<file path="src/rtl/rob_tail_alloc_pkg.sv">
// Shared ROB sizing, pointer type and modulo-RENTRIES pointer add.
// Used by rob_tail_alloc, including the ROB_TAIL_RESTORE_EN build option.
package rob_tail_alloc_pkg;
  localparam int RENTRIES = 16;
  localparam int RSLOTS   = 2;
  localparam int RBIT     = $clog2(RENTRIES);
  localparam int CBIT     = $clog2(RENTRIES + 1);
  // Wide enough for ptr+RENTRIES and for the 4-bit retire amount.
  localparam int WBIT     = (CBIT + 1 > 4) ? CBIT + 1 : 4;

  typedef logic [RBIT-1:0] rob_ptr_t;
  typedef logic [WBIT-1:0] rob_wide_t;

  // n must not exceed RENTRIES; one conditional subtract then suffices.
  function automatic rob_ptr_t rob_add(rob_ptr_t ptr, rob_wide_t n);
    rob_wide_t sum;
    sum = rob_wide_t'(ptr) + n;
    if (sum >= rob_wide_t'(RENTRIES)) sum = sum - rob_wide_t'(RENTRIES);
    return rob_ptr_t'(sum);
  endfunction
endpackage

</file>
<file path="src/rtl/rob_tail_alloc_prefix_count.sv">
// Accepts the leading run of ready requests from slot 0 and counts it;
// flags request patterns with a hole (non-prefix).
module rob_prefix_count #(
  parameter int N  = 2,
  parameter int NW = $clog2(N + 1)
) (
  input  logic [N-1:0]  req,
  input  logic [N-1:0]  rdy,
  output logic [N-1:0]  acc,
  output logic [NW-1:0] nacc,
  output logic          gap
);
  always_comb begin
    logic run;
    logic seen_zero;
    acc       = '0;
    nacc      = '0;
    gap       = 1'b0;
    run       = 1'b1;
    seen_zero = 1'b0;
    for (int i = 0; i < N; i++) begin
      run    = run & req[i] & rdy[i];
      acc[i] = run;
      if (run) nacc = nacc + NW'(1);
      if (req[i] && seen_zero) gap = 1'b1;
      if (!req[i]) seen_zero = 1'b1;
    end
  end
endmodule

</file>
<file path="src/rtl/rob_tail_alloc.sv">
// ROB tail allocator: owns head/tail/count, hands out consecutive slots.
// Define ROB_TAIL_RESTORE_EN to add the restore_i/restore_tail_i recovery port.
module rob_tail_alloc
  import rob_tail_alloc_pkg::*;
(
  input  logic                   clk_i,
  input  logic                   rst_ni,
  input  logic [RSLOTS-1:0]      alloc_v_i,
  input  logic [3:0]             ret_amt_i,
  input  logic                   flush_i,
`ifdef ROB_TAIL_RESTORE_EN
  input  logic                   restore_i,
  input  logic [RBIT-1:0]        restore_tail_i,
`endif
  output logic [RSLOTS-1:0]      alloc_rdy_o,
  output logic [RSLOTS*RBIT-1:0] rob_tails_o,
  output logic [RBIT-1:0]        rob_head_o,
  output logic [RENTRIES-1:0]    alloc_mask_o,
  output logic [CBIT-1:0]        count_o,
  output logic                   full_o,
  output logic                   empty_o,
  output logic                   err_o
);
  localparam int NW = $clog2(RSLOTS + 1);

  rob_ptr_t        head_q, tail_q, head_next, tail_next;
  logic [CBIT-1:0] count_q;
  logic            full_q, empty_q, err_q;
  rob_ptr_t        tails [RSLOTS];
  rob_wide_t       cnt_w, free_w, ret_w, nret_w, nacc_w, cnt_next_w;
  logic [RSLOTS-1:0] acc;
  logic [NW-1:0]   nacc;
  logic            gap, overrun, blocked;

`ifdef ROB_TAIL_RESTORE_EN
  assign blocked = flush_i | restore_i;
`else
  assign blocked = flush_i;
`endif

  assign cnt_w   = rob_wide_t'(count_q);
  assign free_w  = rob_wide_t'(RENTRIES) - cnt_w;
  assign ret_w   = rob_wide_t'(ret_amt_i);
  assign overrun = ret_w > cnt_w;
  assign nret_w  = overrun ? cnt_w : ret_w;
  assign nacc_w  = rob_wide_t'(nacc);

  always_comb begin
    tails       = '{default: '0};
    alloc_rdy_o = '0;
    for (int i = 0; i < RSLOTS; i++) begin
      tails[i]       = rob_add(tail_q, rob_wide_t'(i));
      alloc_rdy_o[i] = (free_w > rob_wide_t'(i)) && !blocked;
    end
  end

  for (genvar g = 0; g < RSLOTS; g++) begin : g_tails
    assign rob_tails_o[g*RBIT +: RBIT] = tails[g];
  end

  rob_prefix_count #(.N(RSLOTS), .NW(NW)) u_prefix (
    .req  (alloc_v_i),
    .rdy  (alloc_rdy_o),
    .acc  (acc),
    .nacc (nacc),
    .gap  (gap)
  );

  always_comb begin
    alloc_mask_o = '0;
    for (int i = 0; i < RSLOTS; i++)
      if (acc[i]) alloc_mask_o[tails[i]] = 1'b1;
  end

  always_comb begin
    head_next  = rob_add(head_q, nret_w);
    tail_next  = rob_add(tail_q, nacc_w);
    cnt_next_w = cnt_w - nret_w + nacc_w;
    if (flush_i) begin
      tail_next  = head_next;
      cnt_next_w = '0;
    end
`ifdef ROB_TAIL_RESTORE_EN
    else if (restore_i) begin
      // Distance from new head to restored tail; equal pointers mean empty.
      tail_next  = restore_tail_i;
      cnt_next_w = rob_wide_t'(restore_tail_i) + rob_wide_t'(RENTRIES)
                   - rob_wide_t'(head_next);
      if (cnt_next_w >= rob_wide_t'(RENTRIES))
        cnt_next_w = cnt_next_w - rob_wide_t'(RENTRIES);
    end
`endif
  end

  always_ff @(posedge clk_i or negedge rst_ni) begin
    if (!rst_ni) begin
      head_q  <= '0;
      tail_q  <= '0;
      count_q <= '0;
      full_q  <= 1'b0;
      empty_q <= 1'b1;
      err_q   <= 1'b0;
    end else begin
      head_q  <= head_next;
      tail_q  <= tail_next;
      count_q <= cnt_next_w[CBIT-1:0];
      full_q  <= (cnt_next_w == rob_wide_t'(RENTRIES));
      empty_q <= (cnt_next_w == '0);
      err_q   <= overrun | gap;
    end
  end

  assign rob_head_o = head_q;
  assign count_o    = count_q;
  assign full_o     = full_q;
  assign empty_o    = empty_q;
  assign err_o      = err_q;
endmodule

</file>
<file path="config.mk">
export PLATFORM = sky130hd
export DESIGN_NAME = rob_tail_alloc
export DESIGN_NICKNAME = d
export VERILOG_FILES = /design/src/rtl/rob_tail_alloc_pkg.sv /design/src/rtl/rob_tail_alloc_prefix_count.sv /design/src/rtl/rob_tail_alloc.sv
export SDC_FILE = /design/constraint.sdc
export NUM_CORES = 1
export LEC_CHECK = 0
export ABC_AREA = 1
export CORE_MARGIN = 3
export CORE_UTILIZATION = 35
export DETAILED_ROUTE_END_ITERATION = 12
export HOLD_SLACK_MARGIN = 0.06
export SYNTH_ARGS = -nofsm -noshare
export SYNTH_HDL_FRONTEND = slang
export SYNTH_SLANG_ARGS = --single-unit
</file>
<file path="constraint.sdc">
create_clock -name clk_i -period 4.7 [get_ports clk_i]
set_clock_uncertainty 0.2 [all_clocks]
set_input_delay 0.94 -clock clk_i [delete_from_list [all_inputs] [get_ports clk_i]]
set_output_delay 0.94 -clock clk_i [all_outputs]
set_load 0.03 [all_outputs]
</file>
==> results of run 1 <==
-- cell type report --
class                   instances  area [µm²]  share of cell area [%]
well taps                      65        81.3                    3.52
multi-input cells             176        1150                    49.7
repair buffers                 49         483                    20.9
inverters                      38         143                    6.17
flip-flops and latches         16         402                    17.4
clock buffers                   4        55.1                    2.38
-- worst paths after layout --
path                       cells past startpoint             to  slack [ns]          start
max reg2reg                                   18         full_o        0.98     count_o[3]
min                                            1  rob_head_o[0]        0.38  rob_head_o[0]
min in group asynchronous                      1     count_o[3]        0.91         rst_ni
max                                           18         full_o        0.32   ret_amt_i[3]
max in group asynchronous                      1      tail_q[2]        2.93         rst_ni
min reg2reg                                    1  rob_head_o[0]        0.38  rob_head_o[0]
-- power by group through the flow --
stage	registers, W	logic [W]	clock network, W
floorplan	0.000397	0.000876	0
global placement	0.000305	0.00138	0
detailed placement	0.000308	0.00138	0
CTS	0.000305	0.00139	0.000130
global route	0.000317	0.00156	0.000136
finish	0.000303	0.00139	0.000124
-- layer usage --
layer | vias to the layer above | GRT usage (%)
met5 | - | 0
met2 | 51 | 25.6
li1 | 842 | -
met4 | 0 | 3.26
met1 | 747 | 22.3
met3 | 5 | 3.90
-- cell families after synthesis --
kind of cell	synth area share, %
simple gates	30.5
buf+inv	9.89
flops	23.3
compound gates	10.9
xor+xnor	2.47
fa+ha+maj	22.8
-- registers in the layout, summed over array words and instances (netlist names) --
name	cells
err_o	1
count_o	5
rob_head_o	4
tail_q	4
full_o	1
empty_o	1
-- synth_stat cells, drive strengths merged --
master and instances:
inv 38, xor2 4, nand2 66, nand3 18
buf 3, o21ai 20, a31oi 2, nor2 23
dfstp 1, o22ai 2, nand3b 1, nor3 2
o311ai 1, ha 25, fa 4, nand4 2
a21oi 6, dfrtp 15
-- worst max-delay path, stage by stage --
cell and delay, ns:
clkdlybuf4s50_1 0.46, ha_1 0.30, inv_1 0.04, nor2_1 0.15, nand3_1 0.12, nand3_2 0.10
nand2_2 0.11, o21ai_0 0.32, inv_1 0.11, fa_1 0.52, fa_1 0.48, nand2_1 0.08
nand2_1 0.05, a21oi_1 0.15, xor2_1 0.21, nor2_1 0.08, nand2_1 0.06, nor2_1 0.04
-- through the flow --
step | instance area [µm²] | worst slack, ns
6_report | 2310 | 0.321
5_1_grt | 2310 | 0.0169
3_3_place_gp | 2260 | 0.267
3_5_place_dp | 2260 | 0.0972
4_1_cts | 2310 | 0.352
2_1_floorplan | 1720 | 0.778
==> flow_summary.yaml, run 1 <==
timing:
  tightest_slew_ns: 0.721
  hold_viol_final: 0
  period_needed_ns: 4.38
  rsz0062_at_grt: "false"
  slew_headroom_pct: 51.8
  fmax_ghz: 0.228
  fin_hold_ws_ns: 0.378
  drv_slew: 0
  finalSetupTns_ns: 0
  min_period_over_period_pct: 93.2
  setup_viol: 0
logic_synthesis:
  synth_top_cell_by_area: "dfrtp_1"
  synth_top_area_share_pct: 21.8
  avgSynthCellArea_um2: 7.38
  ys_types: 31
  synthCells: 233
  yosys_warnings: 0
  ys_seq_elements: 16
  syn_nets: 271
  ys_seq_area_share_pct: 23.3
  syn_area_mm2: 0.00172
  synthTopCellsByArea: "dfrtp_1, ha_1, nand2_1"
power:
  seqPwrFrac_pct: 16.7
  internal-power_w: 0.000813
  power_density_mw_per_mm2: 785
  combinationalPowerShare_pct: 76.5
  peakVddDrop_uv: 305
  cellLeakagePower_nw: 1.09
  power.switching_fraction_pct: 55.2
  clkPwrFrac_pct: 6.8
  fin_total_pwr_w: 0.00182
  power.switching_w: 0.00100
global_routing:
  grt_max_degree: 18
  grt_overflow_total: 0
  grt_pass1_vias: 1639
  grt_usage_pct: 16.1
  grt_pass1_wl_mm: 7.81
  antenna_found_initial: 0
floorplan:
  num_io_pins: 47
  core_mm2: 0.00453
  fp.dieH_um: 76.1
  row_count: 24
  dieWidth_um: 76.1
  die_area_mm2: 0.00579
  initial_core_util_pct: 37.9
drt:
  wl_mm: 4.32
  route.met2.wl_mm: 1.91
  wl_per_cell_um: 12.4
  drtPass1Iterations: 4
  routed.top_layer: "met4"
  route.detailed.drc: 0
  route.vias.total: 1645
  m1WireLength_mm: 2.03
  drt_iter0_markers: 81
  viasPerCell: 4.73
  ant_nets: 0
  wl_met3_um: 338
finish:
  final_common_cell: "nand2_1"
  layout_common_cells: "nand2_1, clkdlybuf4s50_1, inv_1, ha_1, nor2_1"
  drive_gt1_share_pct: 9.89
  layout.cells.non_filler: 348
  diodes: 0
  fillerInstances: 444
  final_util_pct: 51.0
  final_nets: 322
  syn2layout_area_growth_pct: 34.4
cts:
  postCtsSetupBuffers: 0
  cts_buffers: 3
  cts-root-buf: "clkbuf_8"
  cts_tree: "built"
  clock_sinks: 16
  hold_buffers: 0
  clock_path_buffers: 2
  cts_resized: 0
  clk_pin_slew_ns: 0.06
  clk_latency_ns: 0.25
  htree_levels: 1
worst_setup_path:
  required_ns: 4.65
  cp-end-kind: "flip-flop"
  critPathMaxFanout: 9
  arrival_ns: 4.32
  crit_path_start_kind: "input port"
  worst-setup-path-type: "in2reg"
placement:
  dp_cells: 344
  io_buffers: 46
  gp_congestion: 0.898
  hpwl_mm: 3.60
status:
  status: "finished, final reports clean"
flow_run:
  drv_cap: 0
worst_hold_path:
  holdCritPathClass: "reg2reg"
(Power assumes the default switching activity.)
==> inputs of run 2 (changes only) <==
--- a/config.mk
+++ b/config.mk
@@ -6,10 +6,11 @@
 export NUM_CORES = 1
 export LEC_CHECK = 0
 export ABC_AREA = 1
-export CORE_MARGIN = 3
+export CORE_MARGIN = 2
 export CORE_UTILIZATION = 35
 export DETAILED_ROUTE_END_ITERATION = 12
 export HOLD_SLACK_MARGIN = 0.06
+export REMOVE_ABC_BUFFERS = 1
 export SYNTH_ARGS = -nofsm -noshare
 export SYNTH_HDL_FRONTEND = slang
 export SYNTH_SLANG_ARGS = --single-unit
==> flow_summary.yaml, run 2 (synthesized netlist as in run 1, its figures left out) <==
status:
  status: "finished, final reports clean"
global_routing:
  met1_usage_pct: 24.9
  busiest_layer: "met1"
  grt_overflow_total: 0
  grt_usage_pct: 15.9
  grtUsageMet3_pct: 2.44
  use_met2_pct: 23.1
  antenna_found_initial: 0
  grt_max_degree: 18
  grt_pass1_vias: 1434
  grt_pass1_wl_mm: 6.78
floorplan:
  core_mm2: 0.00472
  die_area_mm2: 0.00549
  dieWidth_um: 74.1
  row_count: 25
  initial_core_util_pct: 36.4
  num_io_pins: 47
  fp.dieH_um: 74.1
placement:
  place_ws_ns: 0.244
  gp_congestion: 0.869
  hpwl_mm: 3.45
  io_buffers: 46
  dpl_cell_area_mm2: 0.00225
worst_setup_path:
  worst-setup-path-type: "in2reg"
  crit_path_max_incr_delay_ns: 0.52
  reg2reg_from: "count_o[3]"
  r2r_cells: 18
  path_cells: "clkdlybuf4s50_1, ha_1, inv_1, nor2_1, nand3_1, nand3_2, nand2_2, o21ai_0, inv_1, fa_1, fa_1, nand2_1, nand2_1, a21oi_1, xor2_1, nor2_1, nand2_1, nor2_1"
  arrival_ns: 4.13
  worst_r2r_endpoint: "full_o"
  cp-end-kind: "flip-flop"
  required_ns: 4.64
  cpLargestDelayFamily: "adder cells"
  r2r_slack_ns: 1.13
  crit_buf_inv: 3
  crit_slowest_cell: "fa_1"
  crit_path_start_kind: "input port"
  critPathMaxFanout: 9
timing:
  tightest_slew_ns: 0.759
  fin_ws_ns: 0.512
  fmax_ghz: 0.239
  drv_slew: 0
  min_period_over_period_pct: 89.1
  period_needed_ns: 4.19
  slew_headroom_pct: 49.3
  finalSetupTns_ns: 0
  setup_viol: 0
  fin_hold_ws_ns: 0.347
  hold_viol_final: 0
  rsz0062_at_grt: "false"
finish:
  fillerInstances: 493
  syn2layout_area_growth_pct: 34.1
  largest_register_ffs: 5
  finalInstanceArea_mm2: 0.00231
  final_common_cell: "nand2_1"
  final_nets: 321
  final_util_pct: 48.8
  layout_common_cells: "nand2_1, clkdlybuf4s50_1, inv_1, ha_1, nor2_1"
  diodes: 0
  drive_gt1_share_pct: 9.57
worst_hold_path:
  hold-path-endpoint: "rob_head_o[0]"
  hold_depth: 1
  worstHoldStart: "rob_head_o[0]"
  holdCritPathClass: "reg2reg"
drt:
  wl_per_cell_um: 11.9
  wl_mm: 4.16
  drtPass1Iterations: 4
  route.vias.total: 1595
  viasPerCell: 4.57
  ant_nets: 0
  route.detailed.drc: 0
  drt_iter0_markers: 177
cts:
  cts_tree: "built"
  cts-root-buf: "clkbuf_8"
  htree_levels: 1
  cts_resized: 0
  cts_buffers: 3
  clock_sinks: 16
  hold_buffers: 0
  postCtsSetupBuffers: 0
  clk_latency_ns: 0.25
  clk_pin_slew_ns: 0.07
  clock_path_buffers: 2
power:
  cellLeakagePower_nw: 1.08
  power_density_mw_per_mm2: 781
  peakVddDrop_uv: 340
flow_run:
  drv_cap: 0
[run 2: cell count changes in the layout (fill, tap and decap cells not counted), sizes merged]
cell / previous run / this run
buf: 3 / 2
[run 2: area by class of cell]
| cell class | count | area, µm² | share of cell area (%) |
|---|---|---|---|
| tap | 67 | 83.8 | 3.63 |
| multi-input combinational | 176 | 1150 | 49.8 |
| sequential | 16 | 402 | 17.4 |
| timing repair buffer | 48 | 475 | 20.6 |
| clock buffer | 4 | 55.1 | 2.39 |
| inverter | 38 | 143 | 6.18 |
[run 2: power breakdown]
group | switching [W] | internal (W) | total, W
clock | 0.0000490 | 0.0000743 | 0.000123
sequential | 0.0000878 | 0.000210 | 0.000297
combinational | 0.000857 | 0.000524 | 0.00138
total | 0.000994 | 0.000808 | 0.00180
[run 2: metrics by stage]
| step | power, W | std cells |
|---|---|---|
| 3_3_place_gp | 0.00168 | 345 |
| 2_1_floorplan | 0.00126 | 230 |
| 3_5_place_dp | 0.00168 | 345 |
| 5_1_grt | 0.00200 | 349 |
| 6_report | 0.00180 | 349 |
| 4_1_cts | 0.00181 | 349 |
[run 2: worst max path at each step]
stage / to / startpoint / slack, ns / cells after the start
finish: full_o / ret_amt_i[3] / 0.51 / 18
global route: empty_o / ret_amt_i[3] / 0.24 / 16
CTS: full_o / ret_amt_i[3] / 0.50 / 18
detailed placement: full_o / ret_amt_i[3] / 0.24 / 18
global placement: full_o / ret_amt_i[3] / 0.30 / 18
floorplan: full_o / ret_amt_i[3] / 0.78 / 17
[run 2: routing by layer]
metal,wire length [µm],part of all wire [%]
met2,1820,44
met5,0,0
met1,2170,52
met3,143,3.4
met4,27,0.65
[run 2: worst register-to-register path: stages (launching register included)]
cell and delay (ns):
dfrtp_1 0.41, inv_1 0.12, ha_1 0.29, inv_1 0.03
nor2_1 0.15, nand3_1 0.11, nand3_2 0.10, nand2_2 0.11
o21ai_0 0.25, inv_1 0.10, fa_1 0.52, fa_1 0.47
nand2_1 0.07, nand2_1 0.04, a21oi_1 0.14, xor2_1 0.20
nor2_1 0.07, nand2_1 0.06, nor2_1 0.04
==> inputs of run 3 (changes only) <==
--- a/config.mk
+++ b/config.mk
@@ -11,6 +11,7 @@
 export DETAILED_ROUTE_END_ITERATION = 12
 export HOLD_SLACK_MARGIN = 0.06
 export REMOVE_ABC_BUFFERS = 1
+export SLEW_MARGIN = 20
 export SYNTH_ARGS = -nofsm -noshare
 export SYNTH_HDL_FRONTEND = slang
 export SYNTH_SLANG_ARGS = --single-unit
==> results of run 3 <==
Same layout as run 2: the final DEF is identical, and so are final timing and power.
